File: config.mk
export PLATFORM = sky130hd
export DESIGN_NAME = lsu_flat
export DESIGN_NICKNAME = d
export VERILOG_FILES = /design/src/rtl/lsu_if.sv /design/src/rtl/lsu.sv /design/src/flat_wrapper.sv
export SDC_FILE = /design/constraint.sdc
export NUM_CORES = 1
export LEC_CHECK = 0
export CORE_MARGIN = 4
export CORE_UTILIZATION = 34
export CTS_BUF_LIST = sky130_fd_sc_hd__clkbuf_2 sky130_fd_sc_hd__clkbuf_4 sky130_fd_sc_hd__clkbuf_8
export DETAILED_ROUTE_END_ITERATION = 7
export DONT_BUFFER_PORTS = 1
export GPL_TIMING_DRIVEN = 0
export HOLD_SLACK_MARGIN = 0.08
export SLEW_MARGIN = 25
export SYNTH_ARGS = -nofsm -noshare
export SYNTH_HDL_FRONTEND = slang
export SYNTH_SLANG_ARGS = --single-unit
File: constraint.sdc
create_clock -name clk -period 2.6 [get_ports clk]
set_input_delay 0.39 -clock clk [delete_from_list [all_inputs] [get_ports clk]]
set_output_delay 0.39 -clock clk [all_outputs]
set_load 0.02 [all_outputs]
File: src/rtl/lsu_if.sv
// Load/store unit handshake bundle: execute-stage request, memory bus, writeback and fault report.
interface lsu_if;
  logic        req_valid;
  logic        req_ready;
  logic        req_we;
  logic [2:0]  req_funct3;
  logic [31:0] req_addr;
  logic [31:0] req_wdata;
  logic [4:0]  req_rd;
  logic        mem_req;
  logic        mem_we;
  logic [31:0] mem_addr;
  logic [31:0] mem_wdata;
  logic [3:0]  mem_wstrb;
  logic        mem_gnt;
  logic        mem_rvalid;
  logic [31:0] mem_rdata;
  logic        done;
  logic        wb_we;
  logic [4:0]  wb_rd;
  logic [31:0] wb_data;
  logic        exc;
  logic [1:0]  exc_cause;
  logic [31:0] exc_addr;

  modport master (
    output req_valid, req_we, req_funct3, req_addr, req_wdata, req_rd,
    output mem_gnt, mem_rvalid, mem_rdata,
    input  req_ready, mem_req, mem_we, mem_addr, mem_wdata, mem_wstrb,
    input  done, wb_we, wb_rd, wb_data, exc, exc_cause, exc_addr
  );

  modport slave (
    input  req_valid, req_we, req_funct3, req_addr, req_wdata, req_rd,
    input  mem_gnt, mem_rvalid, mem_rdata,
    output req_ready, mem_req, mem_we, mem_addr, mem_wdata, mem_wstrb,
    output done, wb_we, wb_rd, wb_data, exc, exc_cause, exc_addr
  );
endinterface

File: src/rtl/lsu.sv
// Single-outstanding load/store unit (IDLE/REQ/WAIT) with bus timeout.
// Define LSU_MISALIGN_TRAP_EN to trap misaligned half/word accesses instead of aligning them.
module lsu #(
  parameter int TIMEOUT_CYC = 255
) (
  input logic clk,
  input logic rst_n,
  lsu_if.slave bus
);
  typedef enum logic [1:0] {IDLE, REQ, WAIT} state_t;
  localparam logic [7:0] CNT_LAST = 8'(TIMEOUT_CYC - 1);

  state_t      state;
  logic [7:0]  cnt;
  logic        we_q, sext_q;
  logic [1:0]  size_q, off_q;
  logic [4:0]  rd_q;
  logic [31:0] addr_q;

  // size: 0 byte, 1 half, 2 word; unknown funct3 falls back to word
  logic [1:0]  size_d, off_d;
  logic [3:0]  strb_d;
  logic [31:0] wdata_d;
  logic        sext_d;

  always_comb begin
    sext_d = !bus.req_funct3[2];
    if (bus.req_we)
      size_d = (bus.req_funct3 == 3'b000) ? 2'd0 : (bus.req_funct3 == 3'b001) ? 2'd1 : 2'd2;
    else
      size_d = (bus.req_funct3[1:0] == 2'b00) ? 2'd0 : (bus.req_funct3[1:0] == 2'b01) ? 2'd1 : 2'd2;
    case (size_d)
      2'd0: begin
        off_d   = bus.req_addr[1:0];
        strb_d  = 4'b0001 << bus.req_addr[1:0];
        wdata_d = {4{bus.req_wdata[7:0]}};
      end
      2'd1: begin
        off_d   = {bus.req_addr[1], 1'b0};
        strb_d  = 4'b0011 << {bus.req_addr[1], 1'b0};
        wdata_d = {2{bus.req_wdata[15:0]}};
      end
      default: begin
        off_d   = 2'b00;
        strb_d  = 4'b1111;
        wdata_d = bus.req_wdata;
      end
    endcase
  end

`ifdef LSU_MISALIGN_TRAP_EN
  logic mis_d;
  assign mis_d = ((size_d == 2'd1) && bus.req_addr[0]) || ((size_d == 2'd2) && (|bus.req_addr[1:0]));
`endif

  logic [31:0] rsh, ld_data;
  assign rsh = bus.mem_rdata >> {off_q, 3'b000};
  always_comb begin
    case (size_q)
      2'd0:    ld_data = {{24{sext_q & rsh[7]}}, rsh[7:0]};
      2'd1:    ld_data = {{16{sext_q & rsh[15]}}, rsh[15:0]};
      default: ld_data = bus.mem_rdata;
    endcase
  end

  assign bus.req_ready = (state == IDLE);

  always_ff @(posedge clk or negedge rst_n) begin
    if (!rst_n) begin
      state         <= IDLE;
      cnt           <= '0;
      we_q          <= 1'b0;
      sext_q        <= 1'b0;
      size_q        <= '0;
      off_q         <= '0;
      rd_q          <= '0;
      addr_q        <= '0;
      bus.mem_req   <= 1'b0;
      bus.mem_we    <= 1'b0;
      bus.mem_addr  <= '0;
      bus.mem_wdata <= '0;
      bus.mem_wstrb <= '0;
      bus.done      <= 1'b0;
      bus.wb_we     <= 1'b0;
      bus.wb_rd     <= '0;
      bus.wb_data   <= '0;
      bus.exc       <= 1'b0;
      bus.exc_cause <= '0;
      bus.exc_addr  <= '0;
    end else begin
      bus.done  <= 1'b0;
      bus.wb_we <= 1'b0;
      bus.exc   <= 1'b0;
      case (state)
        IDLE: begin
          if (bus.req_valid) begin
`ifdef LSU_MISALIGN_TRAP_EN
            if (mis_d) begin
              bus.exc       <= 1'b1;
              bus.exc_cause <= {1'b0, bus.req_we};
              bus.exc_addr  <= bus.req_addr;
            end else
`endif
            begin
              state         <= REQ;
              cnt           <= '0;
              we_q          <= bus.req_we;
              sext_q        <= sext_d;
              size_q        <= size_d;
              off_q         <= off_d;
              rd_q          <= bus.req_rd;
              addr_q        <= bus.req_addr;
              bus.mem_req   <= 1'b1;
              bus.mem_we    <= bus.req_we;
              bus.mem_addr  <= {bus.req_addr[31:2], 2'b00};
              bus.mem_wdata <= wdata_d;
              bus.mem_wstrb <= bus.req_we ? strb_d : 4'b0000;
            end
          end
        end
        REQ, WAIT: begin
          // a response on the deadline cycle still wins over the abort
          if (state == REQ && bus.mem_gnt && !bus.mem_rvalid) begin
            bus.mem_req <= 1'b0;
            cnt         <= '0;
            state       <= WAIT;
          end else if ((state == REQ && bus.mem_gnt) || (state == WAIT && bus.mem_rvalid)) begin
            bus.mem_req <= 1'b0;
            bus.done    <= 1'b1;
            bus.wb_we   <= !we_q;
            bus.wb_rd   <= rd_q;
            bus.wb_data <= ld_data;
            state       <= IDLE;
          end else if (cnt == CNT_LAST) begin
            bus.mem_req   <= 1'b0;
            bus.exc       <= 1'b1;
            bus.exc_cause <= 2'd2;
            bus.exc_addr  <= addr_q;
            state         <= IDLE;
          end else begin
            cnt <= cnt + 8'd1;
          end
        end
        default: state <= IDLE;
      endcase
    end
  end
endmodule

File: src/flat_wrapper.sv
// flat-port wrapper written by rule: the top's interface ports become plain ports
module lsu_flat 
#(
  parameter int TIMEOUT_CYC = 255
)
  (clk, rst_n, bus_req_valid, bus_req_we, bus_req_funct3, bus_req_addr, bus_req_wdata, bus_req_rd, bus_mem_gnt, bus_mem_rvalid, bus_mem_rdata, bus_req_ready, bus_mem_req, bus_mem_we, bus_mem_addr, bus_mem_wdata, bus_mem_wstrb, bus_done, bus_wb_we, bus_wb_rd, bus_wb_data, bus_exc, bus_exc_cause, bus_exc_addr);
  lsu_if bus_i ();
  input logic clk;
  input logic rst_n;
  input wire logic [$bits(bus_i.req_valid)-1:0] bus_req_valid;
  input wire logic [$bits(bus_i.req_we)-1:0] bus_req_we;
  input wire logic [$bits(bus_i.req_funct3)-1:0] bus_req_funct3;
  input wire logic [$bits(bus_i.req_addr)-1:0] bus_req_addr;
  input wire logic [$bits(bus_i.req_wdata)-1:0] bus_req_wdata;
  input wire logic [$bits(bus_i.req_rd)-1:0] bus_req_rd;
  input wire logic [$bits(bus_i.mem_gnt)-1:0] bus_mem_gnt;
  input wire logic [$bits(bus_i.mem_rvalid)-1:0] bus_mem_rvalid;
  input wire logic [$bits(bus_i.mem_rdata)-1:0] bus_mem_rdata;
  output wire logic [$bits(bus_i.req_ready)-1:0] bus_req_ready;
  output wire logic [$bits(bus_i.mem_req)-1:0] bus_mem_req;
  output wire logic [$bits(bus_i.mem_we)-1:0] bus_mem_we;
  output wire logic [$bits(bus_i.mem_addr)-1:0] bus_mem_addr;
  output wire logic [$bits(bus_i.mem_wdata)-1:0] bus_mem_wdata;
  output wire logic [$bits(bus_i.mem_wstrb)-1:0] bus_mem_wstrb;
  output wire logic [$bits(bus_i.done)-1:0] bus_done;
  output wire logic [$bits(bus_i.wb_we)-1:0] bus_wb_we;
  output wire logic [$bits(bus_i.wb_rd)-1:0] bus_wb_rd;
  output wire logic [$bits(bus_i.wb_data)-1:0] bus_wb_data;
  output wire logic [$bits(bus_i.exc)-1:0] bus_exc;
  output wire logic [$bits(bus_i.exc_cause)-1:0] bus_exc_cause;
  output wire logic [$bits(bus_i.exc_addr)-1:0] bus_exc_addr;
  assign bus_i.req_valid = bus_req_valid;
  assign bus_i.req_we = bus_req_we;
  assign bus_i.req_funct3 = bus_req_funct3;
  assign bus_i.req_addr = bus_req_addr;
  assign bus_i.req_wdata = bus_req_wdata;
  assign bus_i.req_rd = bus_req_rd;
  assign bus_i.mem_gnt = bus_mem_gnt;
  assign bus_i.mem_rvalid = bus_mem_rvalid;
  assign bus_i.mem_rdata = bus_mem_rdata;
  assign bus_req_ready = bus_i.req_ready;
  assign bus_mem_req = bus_i.mem_req;
  assign bus_mem_we = bus_i.mem_we;
  assign bus_mem_addr = bus_i.mem_addr;
  assign bus_mem_wdata = bus_i.mem_wdata;
  assign bus_mem_wstrb = bus_i.mem_wstrb;
  assign bus_done = bus_i.done;
  assign bus_wb_we = bus_i.wb_we;
  assign bus_wb_rd = bus_i.wb_rd;
  assign bus_wb_data = bus_i.wb_data;
  assign bus_exc = bus_i.exc;
  assign bus_exc_cause = bus_i.exc_cause;
  assign bus_exc_addr = bus_i.exc_addr;
  lsu #(.TIMEOUT_CYC(TIMEOUT_CYC)) u_core (.clk(clk), .rst_n(rst_n), .bus(bus_i));
endmodule
# ---- After elaboration in Yosys (flattened, before gate mapping)
# Index checks and enable logic that the tools add are counted.
dict set report classes {
  n_div 0
  n_eq_ne 11
  reduce_logical 20
  shifts 3
  muxes 35
  n_addsub 1
  magnitude_cmp 0
  bitwise 4
  multipliers 0
}
# cell count
set ops {}
lappend ops {{case mux 32 bit (2 select lines)} 2}
lappend ops {{two-way mux 8 bit} 4}
lappend ops {{>> shifter 32 x 5 -> 16 bit} 1}
lappend ops {{two-way mux 2 bit} 9}
lappend ops {{case mux 8 bit (2 select lines)} 1}
lappend ops {{two-way mux 1 bit} 14}
lappend ops {{adder 8 x 1 -> 8 bit, second input constant} 1}
lappend ops {{== test 2 x 1 -> 1 bit, second input constant} 4}
lappend ops {{== test 8 bit, second input constant} 1}
lappend ops {{logical NOT 2 bit} 4}
lappend ops {{case mux 2 bit (2 select lines)} 2}
lappend ops {{case mux 4 bit (2 select lines)} 1}
lappend ops {{AND reduction 4 bit} 2}
lappend ops {{inequality test 3 x 2 -> 1 bit, second input constant} 2}
lappend ops {{AND reduction 3 bit} 2}
lappend ops {{two-way mux 4 bit} 1}
lappend ops {{inequality test 4 x 1 -> 1 bit, second input constant} 1}
lappend ops {{AND reduction 2 bit} 2}
lappend ops {{<< shifter 1 x 2 -> 4 bit, first input constant} 1}
lappend ops {{<< shifter 2 x 2 -> 4 bit, first input constant} 1}
lappend ops {{== test 3 x 1 -> 1 bit, second input constant} 1}
lappend ops {{logical AND 1 bit} 3}
lappend ops {{logical NOT 1 bit} 3}
lappend ops {{logical NOT 3 bit} 1}
lappend ops {{other kinds (8)} 10}
dict set report totals {
  output_inout_bits 145
  n_memories 0
  ramBits 0
  input_bits 110
  mem_bits_ro 0
  latchBits 0
  regBits 193
}

# ---- Depth between registers and ports, before layout
# Gate-level depths: netlist of the first run.
dict set report logic_depth {
  depth_word 7
  depth_mapped 10
  mapped_depth_nobuf 7
}

# ---- Worst setup path after synthesis of the first run
# No wires, ideal clock.
dict set report synth_timing {
  path_type {flip-flop to flip-flop}
  from {reg u_core.state[0]}
  to {reg u_core.bus.exc_addr[0]}
  stages_incl_launch_ff 8
  t_required_ns 2.472
  synth_period_minus_slack_ns 1.940
  setup_ns 0.128
  path_slack_ns 0.660
  arrival_time_ns 1.812
  path_cell_list {dfrtp_1 > inv_1 > ha_1 > buf_2 > nand2_1 > nor3_4 > buf_4 > mux2_1}
}
dict set report synth_between {
  elab_chain_len 5
  elab_cells_between_ends 10
  classes_between {eq/ne: 2; bitwise: 2; reduce/logical: 6}
}
# element line
set synth_rtl {}
lappend synth_rtl {{start, declared} lsu.sv:13} ;# state_t state;
lappend synth_rtl {{start signal, assigned} lsu.sv:70} ;# state <= IDLE;
lappend synth_rtl {{start signal, assigned} lsu.sv:105} ;# state <= REQ;
lappend synth_rtl {{start signal, assigned} lsu.sv:126} ;# state <= WAIT;
lappend synth_rtl {{== test 2 x 1 -> 1 bit or == test 2 bit (tied branches)} {lsu.sv:94, lsu.sv:123, lsu.sv:127}}
lappend synth_rtl {{logical AND 1 bit (on tied branches)} {lsu.sv:123, lsu.sv:127}}
lappend synth_rtl {{logical AND 1 bit or logical OR 1 bit (tied branches)} {lsu.sv:123, lsu.sv:127}}
lappend synth_rtl {{inverter 1 bit (no source line)} --}
lappend synth_rtl {{AND reduction 4 bit (no source line) (*)} --}
lappend synth_rtl {{end signal, assigned} lsu.sv:138} ;# bus.exc_addr <= addr_q;
lappend synth_rtl {{end, declared} lsu_if.sv:37} ;# output done, wb_we, wb_rd, wb_data, exc, exc_cause, exc_addr
# Mark *: on every way between the ends. The rest lies on a longest branch, timed or not.
# A chain may end at the register's enable or synchronous reset.

# ---- Final worst setup path of the first run
dict set report layout_timing {
  from {reg u_core.state[0]}
  to {reg u_core.bus.wb_data[29]}
}
dict set report layout_between {
  elab_chain_len 5
  elab_cells_between_ends 9
  classes_between {eq/ne: 2; bitwise: 1; reduce/logical: 6}
}
# element line
set layout_rtl {}
lappend layout_rtl {{== test 2 x 1 -> 1 bit} {lsu.sv:94, lsu.sv:123, lsu.sv:127}}
lappend layout_rtl {{logical AND 1 bit} {lsu.sv:123, lsu.sv:127}}
lappend layout_rtl {{logical AND 1 bit} lsu.sv:123} ;# if (state == REQ && bus.mem_gnt && !bus.mem_rvalid) begin
lappend layout_rtl {{inverter 1 bit (no source line)} --}
lappend layout_rtl {{AND reduction 3 bit (no source line) (*)} --}
lappend layout_rtl {{end signal, assigned} lsu.sv:132} ;# bus.wb_data <= ld_data;
lappend layout_rtl {{end, declared} lsu_if.sv:37}
# Marked as above.

==> reports/qor.yml, run 1 <==
synthDistinctLibCells: 52
met3_length_mm: 2.37
cellPowerDensity_mw_per_mm2: 1130
seq_area_frac_synth_pct: 54.5
ctsHoldBuffers: 61
globalRouteTotalUtil_pct: 17.4
yosys_warnings: 0
drv.max_cap_violation_count: 0
synth.top_cell.area_share_pct: 54.5
max_stage_delay_ns: 0.41
dominant_combinational_cell_family_by_area_after_synthesis: "multiplexers"
die-width_um: 156
setup.reg_to_reg.worst_slack_ns: 0.24
maximum_achievable_frequency_mhz: 424
vdd.ir_drop.worst_mv: 0.484
highest_layer: "met4"
cts_bufs_inserted: 17
dp_hpwl_mm: 15.4
most_numerous_cell_in_the_yosys_netlist: "sky130_fd_sc_hd__dfrtp_1"
final.min_clock_period_ns: 2.36
vias_per_cell: 5.08
detail_route.wl_per_cell_um: 21.1
tritoncts: "done"
row_count: 53
worstSetupEndpointType: "flip-flop"
library_cell_occupying_the_most_area_in_the_post_synthesis_netlist: "sky130_fd_sc_hd__dfrtp_1"
clock_tree.buffer_depth: 2
final-setup-viol-count: 0
via_count_of_the_first_global_routing_pass: 5500
drt_first_iter_violations: 246
crit_slowest_cell: "sky130_fd_sc_hd__clkbuf_1"
num_antenna_cells: 0
synthTopCellsByCount: "sky130_fd_sc_hd__dfrtp_1, sky130_fd_sc_hd__nand2_1, sky130_fd_sc_hd__o21ai_0, sky130_fd_sc_hd__mux2_2"
min_path_type: "in -> async"
wire_length_the_detailed_router_placed_on_met1_mm: 8.32
grt_antenna_before_repair: 0
detailedRoute.firstPassIterationCount: 4
fp.dieH_um: 156
cts.clk_slew.worst_paths_ns: 0.10
leakagePower_nw: 4.12
ys_seq_elements: 163
synth_edf_count: 0
worst_clock_skew_ns: 0.0154
synth_xor_area_share_pct: 0
register_area_mm2: 0.00408
initial_utilization_pct: 35.0
ys_async_sr_fraction_pct: 100
grt_start_max_net_pins: 164
worst-slew-pin-transition_ns: 0.722
timing.critical_path.cells: "inv_1, ha_1, buf_2, nand2_1, or2_1, clkbuf_1, clkbuf_1, buf_2, nand2_1, nand3_2"
syn-cell-area_mm2: 0.00748
drt_wl_total_mm: 21.4
cts_setup_buffers: 0
synth-compound-area-share_pct: 10.8
layout-drive-gt1-share_pct: 18.9
synth_area_leaders: "sky130_fd_sc_hd__dfrtp_1, sky130_fd_sc_hd__mux2_2, sky130_fd_sc_hd__mux2i_1"
filler_cell_count: 2075
synthSimpleGateAreaFrac_pct: 10.8
wire_length_of_the_first_global_routing_pass_mm: 32.6
timing.critical_path.max_delay_family: "buffers and inverters"
unrepaired_setup_endpoints_after_global_routing: "false"
final.hold.worst_slack_ns: -0.366
cp_max_fo: 10
ys_dominant_reg_cell: "sky130_fd_sc_hd__dfrtp_1"
worst-path-buf-inv: 5
cts_htree_levels: 4
critical_path.startpoint_type: "flip-flop"
avgSynthCellArea_um2: 11.6
maxSlewViolCount: 0
clock_insertion_delay_worst_skew_ns: 0.45
final_hold_vio_count: 163
area_used_by_multi_input_combinational_logic_mm2: 0.00294
detailedPlace.worstSlack_ns: -0.0497
synth_adder_area_share_pct: 1.00
clkSinkCount: 163
clock_tree.root_cell: "sky130_fd_sc_hd__clkbuf_8"
port_buffers: 0
num_vias: 5156
core-area_mm2: 0.0214
timing.max_slew.rel_slack_pct: 51.8
final_net_count: 843
design.die.area_mm2: 0.0244
syn-instance-count: 645
period_share_pct: 90.6
area.growth.synth_to_final_pct: 18.4
ant_nets: 0
run_status: "finished, violations left"
crit_arrival_ns: 2.75
violated_checks: "negative hold slack"
remaining_drc_errors: 0
worstPathRequired_ns: 2.99
globalRoute.totalOverflow: 0
worstSetupPathType: "reg -> reg"
muxShareOfSynthArea_pct: 16.6
detailed_route_wirelength_on_metal2_mm: 10.4
final.setup.worst_slack_ns: 0.243
boundaryPins: 255
gp_routability_congestion: 0.835
repair_timing:
action                                 CTS  global route
setup endpoints to repair               10             1
resized for setup                        1             2
endpoints found under the hold margin  224           163
worst register-to-register path, stage by stage (launching register included):
cell,delay (ns)
sky130_fd_sc_hd__dfrtp_1,0.39
sky130_fd_sc_hd__inv_1,0.09
sky130_fd_sc_hd__ha_1,0.29
sky130_fd_sc_hd__buf_2,0.16
sky130_fd_sc_hd__nand2_1,0.11
sky130_fd_sc_hd__or2_1,0.11
sky130_fd_sc_hd__clkbuf_1,0.24
sky130_fd_sc_hd__clkbuf_1,0.41
sky130_fd_sc_hd__buf_2,0.33
sky130_fd_sc_hd__nand2_1,0.10
sky130_fd_sc_hd__nand3_2,0.08
where the power goes:
| group | switching, mW | internal, mW |
|---|---|---|
| clock network | 1.06 | 0.908 |
| registers | 1.45 | 3.45 |
| logic | 1.72 | 1.44 |
worst paths after layout:
| check | startpoint | to | cells past startpoint |
|---|---|---|---|
| setup / recovery | u_core.state[0]$_DFFE_PN0P_ | u_core.bus.wb_data[29]$_DFFE_PN0P_ | 10 |
| max in group asynchronous | rst_n | u_core.addr_q[27]$_DFFE_PN0P_ | 0 |
| setup reg to reg | u_core.state[0]$_DFFE_PN0P_ | u_core.bus.wb_data[29]$_DFFE_PN0P_ | 10 |
| hold reg to reg | u_core.rd_q[0]$_DFFE_PN0P_ | u_core.bus.wb_rd[0]$_DFFE_PN0P_ | 2 |
| hold / removal | rst_n | u_core.bus.wb_data[8]$_DFFE_PN0P_ | 0 |
| min in group clk | bus_mem_rdata[30] | u_core.bus.wb_data[30]$_DFFE_PN0P_ | 2 |
cell families (layout without fill, tap and decap cells):
group / Yosys count / count (layout)
flip-flops: 163 / 163
AND/OR/NAND/NOR: 159 / 159
AO/OA/AOI/OAI: 122 / 122
multiplexers: 113 / 113
buffers and inverters: 81 / 174
adder cells (fa/ha/maj): 6 / 6
other: 1 / 3
cell type report:
type | instances | area share [%]
clock buffer | 18 | 2.80
tap | 275 | 3.89
multi-input combinational | 403 | 33.2
buffer | 72 | 4.95
inverter | 9 | 0.382
sequential | 163 | 46.1
timing repair buffer | 61 | 6.90
clock inverter | 14 | 1.84
per-layer routing:
metal,up-vias,GRT usage [%]
met5,-,0
met4,0,4.63
met3,21,7.74
met2,215,29.3
met1,2510,20.5
li1,2410,-
layout by cell type, fill, tap and decap left out, types with 16 or more instances in the layout:
cell and n:
sky130_fd_sc_hd__mux2i_1 36, sky130_fd_sc_hd__nand3_1 25, sky130_fd_sc_hd__dlygate4sd3_1 61, sky130_fd_sc_hd__clkbuf_8 18, sky130_fd_sc_hd__dfrtp_1 163, sky130_fd_sc_hd__mux2_1 32
sky130_fd_sc_hd__nor2_1 16, sky130_fd_sc_hd__buf_4 36, sky130_fd_sc_hd__clkbuf_1 23, sky130_fd_sc_hd__o21ai_0 51, sky130_fd_sc_hd__mux2_2 44, sky130_fd_sc_hd__nand2_1 80
per-stage QoR:
stage	instance area, um^2	instances	setup TNS (ns)	util (%)	power (mW)
floorplan	7490	647	0	-	7.22
global placement	7830	922	-0.187	36.7	8.01
detailed placement	7830	922	-0.255	36.7	8.06
CTS	8850	1015	0	41.5	10.1
global route	8850	1015	0	41.5	10.6
finish	8850	1015	0	41.5	10.0
state kept, by name, summed over array words and instances (netlist names), 2 cells and up:
register and flops:
u_core.bus.exc_addr 32, u_core.bus.mem_wdata 32, u_core.bus.wb_data 32, u_core.addr_q 31, u_core.cnt 8, u_core.bus.wb_rd 5
u_core.rd_q 5, u_core.bus.mem_wstrb 4, u_core.off_q 2, u_core.size_q 2, u_core.state 2
Note: power is estimated with default switching activity, not from simulation.
==> inputs of run 2 (changes only) <==
--- a/config.mk
+++ b/config.mk
@@ -12,6 +12,7 @@
 export DONT_BUFFER_PORTS = 1
 export GPL_TIMING_DRIVEN = 0
 export HOLD_SLACK_MARGIN = 0.08
+export SKIP_LAST_GASP = 1
 export SLEW_MARGIN = 25
 export SYNTH_ARGS = -nofsm -noshare
 export SYNTH_HDL_FRONTEND = slang
==> results of run 2 <==
The final DEF is identical to that of run 1; final timing and power are the same.
